### src/rtl/pulse_sched_pkg.sv
// -----------------------------------------------------------------------------
// pulse_sched_pkg
// Shared definitions for the frame-level pulse scheduler:
//   - default channel count and gap-field width
//   - overrun counter width
//   - FSM state encoding (plain 2-bit constants for legacy tooling)
// -----------------------------------------------------------------------------
package pulse_sched_pkg;

    localparam int NCH_DEF   = 32;
    localparam int GAP_W_DEF = 8;
    localparam int OVR_W     = 8;

    typedef logic [1:0] state_t;

    localparam state_t S_IDLE = 2'd0;
    localparam state_t S_SCAN = 2'd1;
    localparam state_t S_GAP  = 2'd2;

endpackage

### src/rtl/pulse_sched_if.sv
// -----------------------------------------------------------------------------
// pulse_sched_if
// Bundles the scheduler's frame input, configuration and strobe/status
// outputs.
//   master : the scheduler (consumes fd/ch_en/gap, drives strobes and status)
//   slave  : the surrounding logic (drives fd/ch_en/gap, observes the rest)
// Signals:
//   fd          frame strobe level, may be asynchronous to clk
//   ch_en       per-channel enable, captured at frame start
//   gap         idle cycles after each enabled strobe, captured at frame start
//   stb         one-hot single-cycle channel strobe
//   ch_idx      channel currently evaluated, 0 when idle
//   busy        scan in progress
//   frame_done  single-cycle pulse when a scan completes
//   overrun     single-cycle pulse when a frame edge arrives while busy
//   ovr_cnt     saturating overrun count
// -----------------------------------------------------------------------------
interface pulse_sched_if
    import pulse_sched_pkg::*;
#(
    parameter int NCH   = NCH_DEF,
    parameter int GAP_W = GAP_W_DEF
);

    localparam int IDX_W = $clog2(NCH);

    logic              fd;
    logic [NCH-1:0]    ch_en;
    logic [GAP_W-1:0]  gap;
    logic [NCH-1:0]    stb;
    logic [IDX_W-1:0]  ch_idx;
    logic              busy;
    logic              frame_done;
    logic              overrun;
    logic [OVR_W-1:0]  ovr_cnt;

    modport master (
        input  fd, ch_en, gap,
        output stb, ch_idx, busy, frame_done, overrun, ovr_cnt
    );

    modport slave (
        output fd, ch_en, gap,
        input  stb, ch_idx, busy, frame_done, overrun, ovr_cnt
    );

endinterface

### src/rtl/pulse_sched_fd_sync_edge.sv
// -----------------------------------------------------------------------------
// fd_sync_edge
// Two-flop synchronizer for the asynchronous frame strobe plus a delay flop
// for rising-edge detection.
// Ports:
//   clk   system clock
//   rst   asynchronous active-high reset
//   fd    raw frame strobe level
//   rise  one-cycle pulse on a synchronized 0->1 transition
// All three flops reset to 1, so an fd held high through reset release never
// looks like an edge; the first frame needs fd to drop and rise again.
// -----------------------------------------------------------------------------
module fd_sync_edge (
    input  logic clk,
    input  logic rst,
    input  logic fd,
    output logic rise
);

    logic fd_m;
    logic fd_s;
    logic fd_d;

    always_ff @(posedge clk or posedge rst) begin
        if (rst) begin
            fd_m <= 1'b1;
            fd_s <= 1'b1;
            fd_d <= 1'b1;
        end else begin
            fd_m <= fd;
            fd_s <= fd_m;
            fd_d <= fd_s;
        end
    end

    assign rise = fd_s & ~fd_d;

endmodule

### src/rtl/pulse_sched.sv
// -----------------------------------------------------------------------------
// pulse_sched
// Frame-level pulse scheduler. On each synchronized rising edge of fd it
// walks channels 0..NCH-1 and issues one single-cycle strobe per enabled
// channel, leaving `gap` idle cycles after each strobe. Enables and gap are
// captured once per frame. A frame edge that arrives mid-scan is dropped and
// reported through overrun / ovr_cnt.
// Ports:
//   clk   system clock
//   rst   asynchronous active-high reset
//   bus   pulse_sched_if.master (fd, ch_en, gap in; stb, ch_idx, busy,
//         frame_done, overrun, ovr_cnt out)
// Timing (k = first clk edge sampling fd=1):
//   rise visible in cycle k+1, SCAN entered at k+2, stb[0] in cycle k+3.
//   busy covers the strobe window; frame_done follows one cycle after it.
// -----------------------------------------------------------------------------
module pulse_sched
    import pulse_sched_pkg::*;
#(
    parameter int NCH   = NCH_DEF,
    parameter int GAP_W = GAP_W_DEF
) (
    input  logic          clk,
    input  logic          rst,
    pulse_sched_if.master bus
);

    localparam int                IDX_W    = $clog2(NCH);
    localparam logic [IDX_W-1:0]  IDX_LAST = IDX_W'(NCH - 1);

    function automatic logic [OVR_W-1:0] sat_inc(input logic [OVR_W-1:0] v);
        return (v == {OVR_W{1'b1}}) ? v : v + OVR_W'(1);
    endfunction

    logic              rise;

    state_t            state;
    state_t            state_n;
    logic [IDX_W-1:0]  idx;
    logic [IDX_W-1:0]  idx_n;
    logic [GAP_W-1:0]  cnt;
    logic [GAP_W-1:0]  cnt_n;

    logic [NCH-1:0]    en_snap;
    logic [GAP_W-1:0]  gap_snap;

    logic [NCH-1:0]    stb_n;
    logic              fire;
    logic              adv;
    logic              fin;
    logic              ovr_hit;

    logic [NCH-1:0]    stb_r;
    logic              busy_r;
    logic              done_p0;
    logic              frame_done_r;
    logic              overrun_r;
    logic [OVR_W-1:0]  ovr_cnt_r;

    fd_sync_edge u_fd_sync (
        .clk  (clk),
        .rst  (rst),
        .fd   (bus.fd),
        .rise (rise)
    );

    // An edge is only accepted from IDLE; anywhere else it is an overrun.
    assign ovr_hit = rise && (state != S_IDLE);

    always_comb begin
        state_n = state;
        idx_n   = idx;
        cnt_n   = cnt;
        stb_n   = '0;
        fire    = 1'b0;
        adv     = 1'b0;
        fin     = 1'b0;

        case (state)
            S_IDLE: begin
                if (rise) begin
                    state_n = S_SCAN;
                    idx_n   = '0;
                end
            end
            S_SCAN: begin
                fire       = en_snap[idx];
                stb_n[idx] = fire;
                if (fire && (gap_snap != '0)) begin
                    cnt_n   = gap_snap;
                    state_n = S_GAP;
                end else begin
                    adv = 1'b1;
                end
            end
            S_GAP: begin
                // The last gap cycle (counter at 1) doubles as the advance
                // cycle, so an enabled channel takes exactly 1+gap cycles.
                if (cnt <= GAP_W'(1)) begin
                    cnt_n = '0;
                    adv   = 1'b1;
                end else begin
                    cnt_n = cnt - GAP_W'(1);
                end
            end
            default: begin
                state_n = S_IDLE;
                idx_n   = '0;
                cnt_n   = '0;
            end
        endcase

        if (adv) begin
            if (idx == IDX_LAST) begin
                state_n = S_IDLE;
                idx_n   = '0;
                fin     = 1'b1;
            end else begin
                state_n = S_SCAN;
                idx_n   = idx + IDX_W'(1);
            end
        end
    end

    // Frame configuration snapshot: data only, meaningless outside a scan.
    always_ff @(posedge clk) begin
        if ((state == S_IDLE) && rise) begin
            en_snap  <= bus.ch_en;
            gap_snap <= bus.gap;
        end
    end

    // Control and output registers; done_p0 delays the finish flag so that
    // frame_done lands one cycle after the final strobe slot.
    always_ff @(posedge clk or posedge rst) begin
        if (rst) begin
            state        <= S_IDLE;
            idx          <= '0;
            cnt          <= '0;
            stb_r        <= '0;
            busy_r       <= 1'b0;
            done_p0      <= 1'b0;
            frame_done_r <= 1'b0;
            overrun_r    <= 1'b0;
            ovr_cnt_r    <= '0;
        end else begin
            state        <= state_n;
            idx          <= idx_n;
            cnt          <= cnt_n;
            stb_r        <= stb_n;
            busy_r       <= (state != S_IDLE);
            done_p0      <= fin;
            frame_done_r <= done_p0;
            overrun_r    <= ovr_hit;
            if (ovr_hit) begin
                ovr_cnt_r <= sat_inc(ovr_cnt_r);
            end
        end
    end

    assign bus.stb        = stb_r;
    assign bus.ch_idx     = idx;
    assign bus.busy       = busy_r;
    assign bus.frame_done = frame_done_r;
    assign bus.overrun    = overrun_r;
    assign bus.ovr_cnt    = ovr_cnt_r;

endmodule

### src/flat_wrapper.sv
// flat-port wrapper written by rule: the top's interface ports become plain ports
module pulse_sched_flat import pulse_sched_pkg::*;
#(
    parameter int NCH   = NCH_DEF,
    parameter int GAP_W = GAP_W_DEF
)
  (clk, rst, bus_fd, bus_ch_en, bus_gap, bus_stb, bus_ch_idx, bus_busy, bus_frame_done, bus_overrun, bus_ovr_cnt);
  pulse_sched_if #(.NCH(NCH), .GAP_W(GAP_W)) bus_i ();
  input  logic clk;
  input  logic rst;
  input wire logic [$bits(bus_i.fd)-1:0] bus_fd;
  input wire logic [$bits(bus_i.ch_en)-1:0] bus_ch_en;
  input wire logic [$bits(bus_i.gap)-1:0] bus_gap;
  output wire logic [$bits(bus_i.stb)-1:0] bus_stb;
  output wire logic [$bits(bus_i.ch_idx)-1:0] bus_ch_idx;
  output wire logic [$bits(bus_i.busy)-1:0] bus_busy;
  output wire logic [$bits(bus_i.frame_done)-1:0] bus_frame_done;
  output wire logic [$bits(bus_i.overrun)-1:0] bus_overrun;
  output wire logic [$bits(bus_i.ovr_cnt)-1:0] bus_ovr_cnt;
  assign bus_i.fd = bus_fd;
  assign bus_i.ch_en = bus_ch_en;
  assign bus_i.gap = bus_gap;
  assign bus_stb = bus_i.stb;
  assign bus_ch_idx = bus_i.ch_idx;
  assign bus_busy = bus_i.busy;
  assign bus_frame_done = bus_i.frame_done;
  assign bus_overrun = bus_i.overrun;
  assign bus_ovr_cnt = bus_i.ovr_cnt;
  pulse_sched #(.NCH(NCH), .GAP_W(GAP_W)) u_core (.clk(clk), .rst(rst), .bus(bus_i));
endmodule
### config.mk
export PLATFORM = sky130hd
export DESIGN_NAME = pulse_sched_flat
export DESIGN_NICKNAME = d
export VERILOG_FILES = /design/src/rtl/pulse_sched_pkg.sv /design/src/rtl/pulse_sched_if.sv /design/src/rtl/pulse_sched_fd_sync_edge.sv /design/src/rtl/pulse_sched.sv /design/src/flat_wrapper.sv
export SDC_FILE = /design/constraint.sdc
export NUM_CORES = 1
export LEC_CHECK = 0
export BUFFER_PORTS_ARGS = -buffer_cell sky130_fd_sc_hd__buf_2
export CAP_MARGIN = 20
export CORE_MARGIN = 5
export CORE_UTILIZATION = 51
export CTS_BUF_LIST = sky130_fd_sc_hd__clkbuf_8
export DETAILED_ROUTE_END_ITERATION = 16
export PLACE_DENSITY = 0.85
export SYNTH_ARGS = -nofsm -noshare
export SYNTH_HDL_FRONTEND = slang
export SYNTH_SLANG_ARGS = --single-unit
### constraint.sdc
create_clock -name clk -period 3 [get_ports clk]
set_input_delay 0.3 -clock clk [delete_from_list [all_inputs] [get_ports clk]]
set_output_delay 0.3 -clock clk [all_outputs]
set_load 0.01 [all_outputs]
==> results of run 1 <==
## kinds of logic (layout without fill, tap and decap cells)
logic type,Yosys count,count (layout),synth area share [%]
AND/OR/NAND/NOR,115,115,13.3
flip-flops,102,102,63.9
AO/OA/AOI/OAI,52,52,9.60
buffers and inverters,32,132,3.68
multiplexers,20,20,4.70
adder cells (fa/ha/maj),12,12,3.48
XOR/XNOR,7,7,1.42
## flip-flops by register name, summed over array words and instances (netlist names)
register	cells
u_core.bus.ch_idx	5
u_core.u_fd_sync.fd_m	1
u_core.state	2
u_core.done_p0	1
u_core.gap_snap	8
u_core.bus.overrun	1
u_core.u_fd_sync.fd_s	1
u_core.en_snap	32
u_core.bus.frame_done	1
u_core.bus.busy	1
u_core.bus.ovr_cnt	8
u_core.u_fd_sync.fd_d	1
u_core.cnt	8
u_core.bus.stb	32
## cell type report
type                    count  area share, %
repair buffers             97           10.0
clock buffers              10           2.72
multi-input cells         206           27.9
clock inverters             6          0.842
flip-flops and latches    102           54.6
well taps                 105           2.60
inverters                  19           1.41
## Yosys cell counts, drive strengths merged, types with 3 or more instances
cell type | n | share of area [%]
or3b | 5 | 1.0
nand4 | 6 | 0.87
nand3b | 5 | 0.87
a22oi | 3 | 0.64
and3 | 3 | 0.43
o21ai | 10 | 1.2
mux2i | 18 | 4.2
nor2 | 40 | 3.5
dfrtp | 59 | 34
or3 | 4 | 0.58
dfstp | 3 | 1.8
buf | 8 | 1.6
ha | 12 | 3.5
a21oi | 4 | 0.46
clkbuf | 5 | 0.43
inv | 19 | 1.7
o22ai | 3 | 0.43
a32oi | 3 | 0.61
nand2b | 4 | 0.58
o2bb2ai | 4 | 0.81
nand2 | 22 | 1.9
edfxtp | 40 | 28
xnor2 | 6 | 1.2
nor4 | 5 | 0.72
o221ai | 9 | 1.8
nand3 | 12 | 1.5
nor3 | 3 | 0.35
## power breakdown
part	leakage [nW]	switching, mW	internal (mW)	total [mW]
registers	1.20	0.115	1.62	1.73
clock network	0.0974	0.451	0.329	0.781
logic	0.941	0.699	0.418	1.12
## cells in the final DEF (no fill, tap or decap), types with 9 or more instances in the layout
cell type,count
o221ai_1,9
edfxtp_1,40
ha_1,12
nand3_1,11
nand2_1,22
nor2_1,39
buf_2,90
mux2i_1,18
dfrtp_1,59
inv_1,18
clkbuf_8,10
## through the flow
step	power, mW	util [%]	hold slack (ns)
2_1_floorplan	2.59	-	0.304
3_3_place_gp	2.82	59.2	0.268
3_5_place_dp	2.86	59.2	0.271
4_1_cts	3.66	61.5	0.0192
5_1_grt	3.86	61.5	0.00498
6_report	3.63	61.5	0.0329
## worst max-delay path by stage
stage,to,slack [ns],cells past startpoint
2_1_floorplan,u_core.en_snap[0],0.15,4
5_1_grt,u_core.cnt[0],0.08,7
4_1_cts,u_core.cnt[0],0.33,7
3_5_place_dp,u_core.cnt[2],0.36,7
3_3_place_gp,u_core.cnt[2],0.51,7
6_report,u_core.cnt[2],0.31,7
## critical path, cell delays in order (launching register included)
cell and delay [ns]:
dfrtp_1 0.82, or3b_1 0.40, o221ai_1 0.20, a22oi_2 0.14, a31oi_1 0.28, o21a_1 0.36, nand2_1 0.19, o2bb2ai_1 0.21
## repair_timing
item                       4_1_cts  5_1_grt
setup endpoints to repair        0        0
hold buffers                     1        0
hold endpoints to repair        10        0
## routing by layer
metal  track usage [%]  vias to the layer above  part of all wire, %
met5                 0                        -                    0
li1                  -                     1413                    -
met2              28.5                      112                   49
met3              5.39                       10                  8.6
met4              4.74                        0                  1.2
met1              23.0                     1402                   42
==> reports/metrics.yaml, run 1 <==
status: "completed"
whs_endpoint: "u_core.u_fd_sync.fd_m"
cts_setup_buffers: 0
clk_latency_ns: 0.36
grt_pass1_vias: 2987
synth_cell_types: 55
via_per_inst: 5.39
track_usage_pct: 17.6
clk_path_buf_depth: 2
gp_congestion: 0.890
hold_depth: 1
grt_pass1_wl_um: 14200
peakVddDrop_v: 0.000436
synth_edf_count: 40
hp-start: "bus_fd"
slew_headroom_pct: 41.9
ios: 91
die_h_um: 102
cp-end-kind: "flip-flop"
max_cap_viol_count: 0
ys_seq_area_share_pct: 63.9
period_share_pct: 89.7
start_util_pct: 52.5
numClockSinks: 102
reg2reg_to: "u_core.cnt[2]"
startpoint_type: "flip-flop"
num_rows: 33
tightest_slew_ns: 0.864
crit_start: "u_core.bus.ch_idx[2]"
fin_nets: 490
fin_area_um2: 5050
dieArea_um2: 10400
syn_area_um2: 4320
post_cts_resized: 0
ys_dominant_reg_cell: "dfrtp_1"
drt-initial-drc-count: 185
stdcell_count: 545
fmax_mhz: 372
p_leak_nw: 2.24
multiInputGateArea_um2: 1410
wl_per_cell_um: 15.7
cts-htree-levels: 3
crit_fanout: 28
grt_remaining_overflow: 0
fillers: 670
r2r_slack_ns: 0.31
setup_slack_ns: 0.310
drive_above_1_share_pct: 28.6
r2r-start: "u_core.bus.ch_idx[2]"
wl_um: 8580
io_buffers: 90
synthCells: 340
ys_ff_latch: 102
rsz0062_at_grt: "false"
place_ws_ns: 0.362
placed_area_um2: 4860
seq_area_um2: 2760
tritoncts: "yes"
hold_class: "input port to flip-flop"
drc: 0
cts-root-buf: "clkbuf_8"
dp.cells: 528
firstDrtPassIters: 6
antenna_found_initial: 0
path_class: "flip-flop to flip-flop"
cts_buffers: 9
via_count: 2937
grt_max_degree: 41
postRouteAntennaNets: 0
dp_hpwl_um: 6170
core_um2: 8220
reg2reg_depth: 7
area_growth_pct: 17.1
synthArstFlopShare_pct: 60.8
ys_warn_count: 0
skew_ns: 0.0124
syn_avg_cell_area_um2: 12.7
drv_slew: 0
cp.arrival_ns: 2.97
finalSetupViolations: 0
die_x_um: 102
tns_ns: 0
clk_pin_slew_ns: 0.09
critical_path_required_ns: 3.28
synthesis.nets: 395
diodes: 0
finalCriticalPeriod_ns: 2.69
power_density_nw_per_um2: 719
hold_violations: 0
No activity file was read; power rests on OpenSTA's default activity.
==> run 2: changes to the inputs <==
--- a/config.mk
+++ b/config.mk
@@ -12,6 +12,7 @@
 export CTS_BUF_LIST = sky130_fd_sc_hd__clkbuf_8
 export DETAILED_ROUTE_END_ITERATION = 16
 export PLACE_DENSITY = 0.85
+export REMOVE_ABC_BUFFERS = 1
 export SYNTH_ARGS = -nofsm -noshare
 export SYNTH_HDL_FRONTEND = slang
 export SYNTH_SLANG_ARGS = --single-unit
==> reports/metrics.yaml, run 2 (synthesis results as in run 1) <==
cts-root-buf: "clkbuf_8"
track_usage_pct: 17.4
tightest_slew_ns: 0.700
startpoint_type: "flip-flop"
multiInputGateArea_um2: 1410
die_x_um: 102
dp_hpwl_um: 6150
dieArea_um2: 10400
finalCriticalPeriod_ns: 2.58
clk_pin_slew_ns: 0.09
critical_path_required_ns: 3.28
fillers: 658
cts_setup_buffers: 0
tns_ns: 0
diodes: 0
total_power_mw: 3.61
antenna_found_initial: 0
crit_fanout: 21
cts-htree-levels: 3
drive_above_1_share_pct: 28.6
cp.arrival_ns: 2.85
skew_ns: 0.0126
grt_pass1_vias: 2943
period_share_pct: 85.8
hold_ws_ns: 0.111
wl_um: 8590
post_cts_resized: 0
clk_latency_ns: 0.36
firstDrtPassIters: 5
grt_remaining_overflow: 0
fmax_mhz: 388
via_count: 2986
place_ws_ns: 0.458
p_leak_nw: 2.24
drt-initial-drc-count: 125
start_util_pct: 52.5
path_class: "flip-flop to flip-flop"
ios: 91
grt_pass1_wl_um: 14100
fin_area_um2: 5050
fin_nets: 491
setup_slack_ns: 0.425
cts_buffers: 9
io_buffers: 90
clk_path_buf_depth: 2
die_h_um: 102
power_density_nw_per_um2: 714
gp_congestion: 0.836
core_um2: 8220
max_cap_viol_count: 0
peakVddDrop_v: 0.000377
layout_commonest_cell: "buf_2"
tritoncts: "yes"
final_cell_mix: "90 x buf_2, 59 x dfrtp_1, 40 x edfxtp_1"
cp-end-kind: "flip-flop"
drc: 0
cts_hold_buf: 1
grt_max_degree: 45
rsz0062_at_grt: "false"
finalSetupViolations: 0
drv_slew: 0
area_growth_pct: 17.1
wl_per_cell_um: 15.7
hold_violations: 0
numClockSinks: 102
status: "completed"
hold_class: "input port to flip-flop"
postRouteAntennaNets: 0
num_rows: 33
placed_area_um2: 4860
slew_headroom_pct: 52.9
via_per_inst: 5.47
seq_area_um2: 2760
## run 2: worst paths after layout
check / cells past startpoint / end / slack [ns] / startpoint
min reg2reg: 0 / u_core.bus.frame_done / 0.36 / u_core.done_p0
max reg2reg: 7 / u_core.cnt[3] / 0.42 / u_core.bus.ch_idx[0]
min in group asynchronous: 3 / u_core.bus.ovr_cnt[3] / 0.47 / rst
min: 1 / u_core.gap_snap[4] / 0.11 / bus_gap[4]
max: 7 / u_core.cnt[3] / 0.42 / u_core.bus.ch_idx[0]
max in group asynchronous: 4 / u_core.bus.ch_idx[2] / 1.63 / rst
## run 2: metrics by stage
stage	std cells	utilization, %
after floorplan	327	-
after global placement	528	59.2
after detailed placement	528	59.2
after CTS	545	61.4
after global routing	546	61.5
final	546	61.5
## run 2: metal layers
metal  routed length [um]  global-route usage (%)
met2                 4040                    27.6
met4                  116                    5.45
met3                  735                    4.64
met1                 3700                    23.6
met5                    0                       0
## run 2: power breakdown
group	switching, mW	internal, mW
combinational	0.698	0.420
clock	0.458	0.305
sequential	0.112	1.62
## run 2: cell type report
| type | instances | area share [%] |
|---|---|---|
| inverters | 19 | 1.41 |
| repair buffers | 98 | 10.2 |
| clock inverters | 7 | 0.965 |
| clock buffers | 9 | 2.45 |
| flip-flops and latches | 102 | 54.5 |
| well taps | 105 | 2.60 |
| multi-input cells | 206 | 27.8 |
## run 2: worst max-delay path, stage by stage, from the launching register on
cell,delay [ns]
dfrtp_1,0.59
or3b_2,0.55
o221ai_1,0.21
a22oi_2,0.12
a31oi_1,0.28
o21a_1,0.35
nand2_1,0.19
o2bb2ai_1,0.21
